[config.mk]
export PLATFORM = sky130hd
export DESIGN_NAME = clk_div_multi
export DESIGN_NICKNAME = d
export VERILOG_FILES = /design/src/rtl/clk_div_pkg.sv /design/src/rtl/clk_div_multi_channel.sv /design/src/rtl/clk_div_multi.sv
export SDC_FILE = /design/constraint.sdc
export NUM_CORES = 1
export LEC_CHECK = 0
export CORE_MARGIN = 2
export CORE_UTILIZATION = 41
export CTS_CLUSTER_SIZE = 20
export DETAILED_ROUTE_END_ITERATION = 10
export HOLD_SLACK_MARGIN = 0.1
export PLACE_DENSITY_LB_ADDON = 0.1
export SLEW_MARGIN = 10
export SYNTH_ARGS = -nofsm -noshare
export SYNTH_HDL_FRONTEND = slang
export SYNTH_SLANG_ARGS = --single-unit
[constraint.sdc]
create_clock -name i_clk -period 3.1 [get_ports i_clk]
set_clock_uncertainty 0.2 [all_clocks]
set_input_delay 0.31 -clock i_clk [delete_from_list [all_inputs] [get_ports i_clk]]
set_output_delay 0.31 -clock i_clk [all_outputs]
set_load 0.01 [all_outputs]
[src/rtl/clk_div_pkg.sv]
// rtl/clk_div_pkg.sv - shared types and ratio clamping for the multi-channel clock divider
package clk_div_pkg;

  localparam int unsigned MIN_DIV = 2;

  typedef enum logic {
    ST_IDLE = 1'b0,
    ST_RUN  = 1'b1
  } ch_state_e;

  typedef struct packed {
    logic [31:0] div;
    logic [31:0] high;
  } ratio_t;

  // Forces a ratio that always toggles: period >= 2, 0 < high < period.
  function automatic ratio_t clamp_ratio(input logic [31:0] div, input logic [31:0] high);
    ratio_t r;
    r.div  = (div < MIN_DIV) ? MIN_DIV : div;
    r.high = (high == 32'd0) ? 32'd1 : high;
    if (r.high >= r.div) r.high = r.div - 32'd1;
    return r;
  endfunction

endpackage

[src/rtl/clk_div_multi_channel.sv]
// rtl/clk_div_multi_channel.sv - one divider channel: counter, shadow/active ratio, idle/run FSM
module clk_div_channel
  import clk_div_pkg::*;
#(
  parameter int          CNT_W       = 16,
  parameter int unsigned DEFAULT_DIV = 2
) (
  input  logic             i_clk,
  input  logic             i_rst_n,
  input  logic             i_en,
  input  logic             i_sync,
  input  logic             i_load,
  input  logic [CNT_W-1:0] i_div,
  input  logic [CNT_W-1:0] i_high,
  output logic             o_clk,
  output logic             o_tick,
  output logic             o_pend
);

  localparam logic [31:0] DIV_MAX    = (32'd1 << CNT_W) - 32'd1;
  localparam logic [31:0] DEF_DIV_IN = (DEFAULT_DIV > DIV_MAX) ? DIV_MAX : 32'(DEFAULT_DIV);
  localparam ratio_t      DEF_R      = clamp_ratio(DEF_DIV_IN, DEF_DIV_IN / 32'd2);
  localparam logic [CNT_W-1:0] DEF_DIV  = CNT_W'(DEF_R.div);
  localparam logic [CNT_W-1:0] DEF_HIGH = CNT_W'(DEF_R.high);

  ch_state_e        state_q, state_d;
  logic [CNT_W-1:0] count_q, count_d;
  logic [CNT_W-1:0] div_a_q, div_a_d, high_a_q, high_a_d;
  logic [CNT_W-1:0] div_s_q, div_s_d, high_s_q, high_s_d;
  logic             pend_q, pend_d, clk_q, clk_d, tick_q, tick_d;

  ratio_t           ld_r;
  logic [CNT_W-1:0] ld_div, ld_high, cnt;
  logic             boundary;

  always_comb begin
    ld_r     = clamp_ratio(32'(i_div), 32'(i_high));
    ld_div   = CNT_W'(ld_r.div);
    ld_high  = CNT_W'(ld_r.high);
    // A channel coming out of IDLE always starts a fresh period.
    cnt      = (state_q == ST_IDLE) ? '0 : count_q;
    boundary = (cnt == div_a_q - 1'b1) || i_sync || !i_en;

    state_d  = i_en ? ST_RUN : ST_IDLE;
    count_d  = '0;
    clk_d    = 1'b0;
    tick_d   = 1'b0;
    div_a_d  = div_a_q;
    high_a_d = high_a_q;
    div_s_d  = div_s_q;
    high_s_d = high_s_q;
    pend_d   = pend_q;

    if (i_en) begin
      clk_d   = (cnt < high_a_q);
      tick_d  = (cnt == '0);
      count_d = boundary ? '0 : cnt + 1'b1;
    end

    // At a period boundary a fresh load bypasses the shadow; otherwise the shadow is promoted.
    if (boundary) begin
      if (i_load) begin
        div_a_d  = ld_div;
        high_a_d = ld_high;
        div_s_d  = ld_div;
        high_s_d = ld_high;
      end else if (pend_q) begin
        div_a_d  = div_s_q;
        high_a_d = high_s_q;
      end
      pend_d = 1'b0;
    end else if (i_load) begin
      div_s_d  = ld_div;
      high_s_d = ld_high;
      pend_d   = 1'b1;
    end
  end

  always_ff @(posedge i_clk or negedge i_rst_n) begin
    if (!i_rst_n) begin
      state_q  <= ST_IDLE;
      count_q  <= '0;
      div_a_q  <= DEF_DIV;
      high_a_q <= DEF_HIGH;
      div_s_q  <= DEF_DIV;
      high_s_q <= DEF_HIGH;
      pend_q   <= 1'b0;
      clk_q    <= 1'b0;
      tick_q   <= 1'b0;
    end else begin
      state_q  <= state_d;
      count_q  <= count_d;
      div_a_q  <= div_a_d;
      high_a_q <= high_a_d;
      div_s_q  <= div_s_d;
      high_s_q <= high_s_d;
      pend_q   <= pend_d;
      clk_q    <= clk_d;
      tick_q   <= tick_d;
    end
  end

  assign o_clk  = clk_q;
  assign o_tick = tick_q;
  assign o_pend = pend_q;

endmodule

[src/rtl/clk_div_multi.sv]
// rtl/clk_div_multi.sv - multi-channel programmable clock divider top
module clk_div_multi
  import clk_div_pkg::*;
#(
  parameter int          NUM_CH      = 2,
  parameter int          CNT_W       = 16,
  parameter int unsigned DEFAULT_DIV = 2
) (
  input  logic                    i_clk,
  input  logic                    i_rst_n,
  input  logic [NUM_CH-1:0]       i_en,
  input  logic                    i_sync,
  input  logic [NUM_CH-1:0]       i_load,
  input  logic [NUM_CH*CNT_W-1:0] i_div,
  input  logic [NUM_CH*CNT_W-1:0] i_high,
  output logic [NUM_CH-1:0]       o_clk,
  output logic [NUM_CH-1:0]       o_tick,
  output logic [NUM_CH-1:0]       o_pend
);

  for (genvar k = 0; k < NUM_CH; k++) begin : g_ch
    clk_div_channel #(
      .CNT_W      (CNT_W),
      .DEFAULT_DIV(DEFAULT_DIV)
    ) u_ch (
      .i_clk  (i_clk),
      .i_rst_n(i_rst_n),
      .i_en   (i_en[k]),
      .i_sync (i_sync),
      .i_load (i_load[k]),
      .i_div  (i_div[k*CNT_W +: CNT_W]),
      .i_high (i_high[k*CNT_W +: CNT_W]),
      .o_clk  (o_clk[k]),
      .o_tick (o_tick[k]),
      .o_pend (o_pend[k])
    );
  end

endmodule

# After elaboration in Yosys (flattened, before gate mapping)
# Cells that the tools add are included.
[word_totals]
ff_bits = 168
out_inout_bits = 6
word_cells = 78
[op_classes]
addsub = 6
magnitude_cmp = 6
n_eq_ne = 2
muxes = 30
n_reduce_logical = 16
[ops]
columns = ["operator", "n"]
rows = [
  ["$mux W16", 20],
  ["$ge A32 B32 Y1", 2],
  ["$logic_not A16 Y1", 4],
  ["$sub A16 B1 Y16 const B", 4],
  ["$add A16 B1 Y16 const B", 2],
  ["$eq A16 B16 Y1", 2],
  ["$lt A16 B16 Y1", 2],
  ["$lt A16 B2 Y1 const B", 2],
  ["$mux W1", 10],
  ["$reduce_bool A2 Y1", 4],
  ["$logic_or A1 B1 Y1", 4],
  ["$reduce_and A2 Y1", 2],
  ["$logic_not A1 Y1", 2],
]

# Depth between registers and ports, before layout
[logic_depth]
ltp_word = 6
mapped_depth = 16
ltp_nobuf = 14

# By module
# Synthesis repeated with hierarchy kept, for this count alone.
[hier_totals]
hier_cells = 1208
hier_area_um2 = 11210.8
[by_module_without_submodules]
columns = ["mod", "instances", "cells_each", "area_each_um2", "seq_area_each_um2"]
rows = [
  ["clk_div_channel at g_ch[0].u_ch", 1, 603, 5605.4, 2107.0],
  ["clk_div_channel at g_ch[1].u_ch", 1, 605, 5605.4, 2107.0],
]

# Least setup slack after synthesis
# Ideal clock, no wire load.
[synth_path]
path_kind = "input to register"
startpoint = "in i_div[6]"
endpoint = "reg g_ch[0].u_ch.high_a_q[10]"
setup_time_ns = 0.127
arrival_time_ns = 3.951
t_required_ns = 2.773
path_slack_ns = -1.178
path_stages = 14
path_buffers = 1
path_cell_list = "nor4_1 nand2_1 nor4_1 a21boi_0 ha_1 nor2b_1 o21ai_0 nand2_1 a21oi_1 nor2_1 buf_2 mux2_2 mux2_2 mux2_1"
[synth_via]
elab_chain_cells = 5
word_cells_on_any_way = 6
cone_classes = "1 x add/sub; 2 x order compare; 3 x mux"
[synth_lines]
columns = ["item", "line", "text"]
rows = [
  ["start, declared", "clk_div_multi.sv:14", "input logic [NUM_CH*CNT_W-1:0] i_div,"],
  ["$lt A16 B2 Y1 *", "clk_div_pkg.sv:19", "r.div = (div < MIN_DIV) ? MIN_DIV : div;"],
  ["$mux W16 *", "clk_div_pkg.sv:19", ""],
  ["net g_ch[0].u_ch.ld_div[0]", "clk_div_multi_channel.sv:33", "logic [CNT_W-1:0] ld_div, ld_high, cnt;"],
  ["$ge A32 B32 Y1 / $sub A16 B1 Y16 (equally long branches)", "clk_div_pkg.sv:21", "if (r.high >= r.div) r.high = r.div - 32'd1;"],
  ["$mux W16 *", "clk_div_pkg.sv:21", ""],
  ["$mux W16 *", "clk_div_multi_channel.sv:62", "if (i_load) begin"],
  ["end signal, assigned", "clk_div_multi_channel.sv:94", "high_a_q <= high_a_d;"],
  ["end, declared", "clk_div_multi_channel.sv:28", "logic [CNT_W-1:0] div_a_q, div_a_d, high_a_q, high_a_d;"],
]
# The timed path passes the listed nets; every way through them passes the cells marked *.
# A chain may end at the register's enable or synchronous reset.

# Worst setup path in the final report
[layout_path]
startpoint = "in i_div[23]"
endpoint = "reg g_ch[1].u_ch.high_a_q[1]"
[layout_via]
elab_chain_cells = 5
word_cells_on_any_way = 6
cone_classes = "1 x add/sub; 2 x order compare; 3 x mux"
[layout_lines]
columns = ["item", "line"]
rows = [
  ["$lt A16 B2 Y1 *", "clk_div_pkg.sv:19"],
  ["$mux W16 *", "clk_div_pkg.sv:19"],
  ["net g_ch[1].u_ch.ld_div[0]", "clk_div_multi_channel.sv:33"],
  ["$ge A32 B32 Y1 / $sub A16 B1 Y16 (equally long branches)", "clk_div_pkg.sv:21"],
  ["$mux W16 *", "clk_div_pkg.sv:21"],
  ["$mux W16 *", "clk_div_multi_channel.sv:62"],
  ["end signal, assigned", "clk_div_multi_channel.sv:94"],
  ["end, declared", "clk_div_multi_channel.sv:28"],
]
# Marks and branches as above.

==> run_results.csv <==
group,metric,value,unit
grt,use_met1,25.2,%
yosys,yosysWarnings,0,
flow_run,drv_cap,0,
cts,htreeDepth,4,
grt,grt_max_degree,62,
cells_and_area,layout-drive-gt1-share,32.0,%
die,boundaryPins,77,
grt,overflow,0,
cts,clock_path_buffers,2,
sta,setup_viol,42,
setup_path,critical-path-top-delay-family,"simple AND/OR/NAND/NOR gates",
yosys,synth_cells,1114,
cells_and_area,fillers,2336,
setup_path,path_class,"input port to flip-flop",
setup_path,cp_cell_sequence,"buf_6 > or4_4 > nand4b_1 > nor4b_4 > nand2b_4 > inv_4 > ha_4 > nor2b_1 > o21ai_1 > a211oi_2 > o21ai_1 > a21o_2 > buf_6 > mux2i_1 > a21oi_2 > mux2_4",
yosys,syn-cell-area,10700,µm²
placement,gp_congestion,0.855,
die,die_w,166,µm
cells_and_area,final_area,14600,µm²
sta,setup_ws,-207,ps
yosys,synth_seq_area_share,39.3,%
setup_path,r2r_start,"g_ch[1].u_ch.div_a_q[0]",
sta,maxSlewViolCount,0,
setup_path,crit_required,3220,ps
detailed_routing,firstDrtPassIters,4,
worst_hold_path,min_from,"i_div[11]",
die,die_area,27400,µm²
sta,hold_viol,0,
setup_path,cp-startpoint,"i_div[23]",
die,dieHeight,166,µm
grt,grt_pass1_wl,45700,µm
run_status,violations,"negative setup slack",
cts,numCtsBuffers,17,
setup_path,path_max_fanout,6,
cts,clockRootBuffer,"clkbuf_16",
setup_path,crit_buf_inv,3,
detailed_routing,vias,8663,
run_status,status,"finished with violations",
sta,tns,-4270,ps
sta,fmax,0.302,GHz
placement,post-dp-hpwl,21600,µm
detailed_routing,via_per_inst,5.10,
die,start_util,41.5,%
yosys,ys_types,67,
detailed_routing,wl,28800,µm
detailed_routing,wl_per_cell,16.9,µm
detailed_routing,drt_iter0_markers,358,
die,rows,59,
worst_hold_path,hp-class,"input port to flip-flop",
grt,grtUsageMet3,2.49,%
placement,place_area,13200,µm²
die,coreArea,25800,µm²
setup_path,cp_slowest_cell,"or4_4",
cts,path_clk_slew,70,ps
cells_and_area,antenna_cells,0,
setup_path,endpoint_kind,"flip-flop",
cells_and_area,area_growth,36.1,%
pwr,irDropWorstVdd,0.329,mV
detailed_routing,ant_nets,0,
cts,clk-insertion-delay-late,430,ps
yosys,ys_async_sr_fraction,100,%
sta,max-slew-margin-rel,56.4,%
cts,cts_tree,"done",
setup_path,cp.arrival,3420,ps
grt,antenna_found_initial,0,
pwr,p_leak,0.00692,µW
setup_path,cpPeakStageDelay,530,ps
setup_path,crit_path_start_kind,"input port",
placement,portBuffers,76,
cells_and_area,finalNetCount,1492,
yosys,ys_ff_latch,168,
yosys,syn_area_per_cell,9.62,µm²
grt,grt_pass1_vias,8882,
cts,clock-sinks,168,
sta,period_share,107,%
yosys,synthesis.nets,1255,
yosys,synth_edf_count,0,
sta,min_period,3310,ps
sta,rsz0062_at_grt,"yes",
pwr,power,6640,µW
sta,worst_pin_slew,654,ps
grt,grt_usage,20.7,%
yosys,ys.flop_type,"dfrtp_1",
grt,met2_usage,38.7,%
pwr,p_per_area,455,nW/µm²
detailed_routing,drc,0,
grt,top_usage_layer,"met2",
[Yosys cell counts (all sizes together), types with 7 or more instances]
library cell	instances	share of area (%)
a21boi	7	0.49
a21o	13	0.91
a21oi	41	1.9
a31oi	17	0.99
and2	11	0.64
and3	10	0.58
buf	24	1.5
clkbuf	52	1.8
dfrtp	160	37
dfstp	8	2.0
ha	70	8.2
inv	101	3.5
mux2	114	12
mux2i	11	1.0
nand2	79	2.8
nand2b	20	1.2
nand3	26	1.2
nand4	18	1.1
nor2	77	2.7
nor3	29	1.4
nor4	22	1.5
o211ai	19	1.3
o21a	7	0.56
o21ai	21	0.98
xnor2	65	5.3
xor2	18	1.5
[worst paths after layout]
path	slack (ps)	to	depth (start not counted)
max	-210	g_ch[1].u_ch.high_a_q[1]	16
min	120	g_ch[0].u_ch.div_s_q[11]	3
max reg2reg	-20	g_ch[1].u_ch.div_a_q[0]	11
min reg2reg	280	g_ch[1].u_ch.high_s_q[3]	2
max in group asynchronous	1720	g_ch[0].u_ch.div_a_q[1]	3
min in group asynchronous	210	g_ch[1].u_ch.high_a_q[13]	2
[flip-flops by register name, summed over array words and instances (netlist names)]
| signal | count |
|---|---|
| g_ch.u_ch.o_tick | 2 |
| g_ch.u_ch.div_s_q | 32 |
| g_ch.u_ch.div_a_q | 32 |
| g_ch.u_ch.count_q | 32 |
| g_ch.u_ch.o_clk | 2 |
| g_ch.u_ch.state_q | 2 |
| g_ch.u_ch.high_a_q | 32 |
| g_ch.u_ch.o_pend | 2 |
| g_ch.u_ch.high_s_q | 32 |
[layout make-up]
cell class	count	area [µm²]	share of cell area [%]
tap	335	419	2.87
inverter	101	382	2.62
sequential	168	4210	28.9
clock inverter	15	136	0.935
multi-input combinational	769	6400	43.9
clock buffer	17	425	2.92
timing repair buffer	294	2610	17.9
[placed cells by master, fill, tap and decap left out, drive strengths merged, types with 6 or more instances in the layout]
master / netlist / routed
a21boi: 7 / 7
a21o: 13 / 13
a21oi: 41 / 41
a31oi: 17 / 17
and2: 11 / 11
and3: 10 / 10
buf: 24 / 216
clkbuf: 52 / 25
clkdlybuf4s50: 0 / 55
dfrtp: 160 / 160
dfstp: 8 / 8
dlygate4sd2: 0 / 8
dlygate4sd3: 0 / 7
ha: 70 / 70
inv: 101 / 110
mux2: 114 / 114
mux2i: 11 / 11
nand2: 79 / 79
nand2b: 20 / 20
nand3: 26 / 26
nand4: 18 / 18
nor2: 77 / 77
nor2b: 6 / 6
nor3: 29 / 29
nor4: 22 / 22
o211ai: 19 / 19
o21a: 7 / 7
o21ai: 21 / 21
o22ai: 6 / 6
o31ai: 6 / 6
or4: 6 / 6
xnor2: 65 / 65
xor2: 18 / 18
[kinds of logic after synthesis]
logic type,after synthesis,share of synthesized area [%]
AOI/OAI and AO/OA,164,10.4
xor gates and xnor gates,83,6.78
muxes,125,13.0
and+or+nand+nor,327,15.4
DFF,168,39.3
adders and majority gates,70,8.17
buffers and inverters,177,6.90
[layer usage]
layer | wire length (µm) | up-vias
li1 | - | 4328
met1 | 12400 | 4229
met2 | 15500 | 86
met3 | 485 | 20
met4 | 298 | 0
met5 | 0 | -
[worst min-delay path: stages]
cell and delay (ps):
clkbuf_2 120, buf_4 120, mux2_2 160
[power by group]
group / switching (µW) / internal [µW] / total, µW
Clock: 998 / 1060 / 2060
Combinational: 860 / 1050 / 1910
Sequential: 186 / 2490 / 2670
[stage by stage]
stage	hold WS (ps)	util, %	std cells	setup slack (ps)
floorplan	-186	-	1114	-385
global placement	129	51.3	1625	-994
detailed placement	126	51.3	1625	-1050
CTS	191	54.6	1683	-187
global route	107	56.4	1699	-376
finish	115	56.4	1699	-207
[what timing repair did]
action / in CTS / in global routing
hold endpoints to repair: 62 / 2
setup endpoints to repair: 78 / 81
pin swaps: 27 / 39
resized for setup: 57 / 92
setup buffers: 19 / 10
cloned: 2 / 4
hold buffers: 5 / 2
Power figures use the tool's default switching activity.
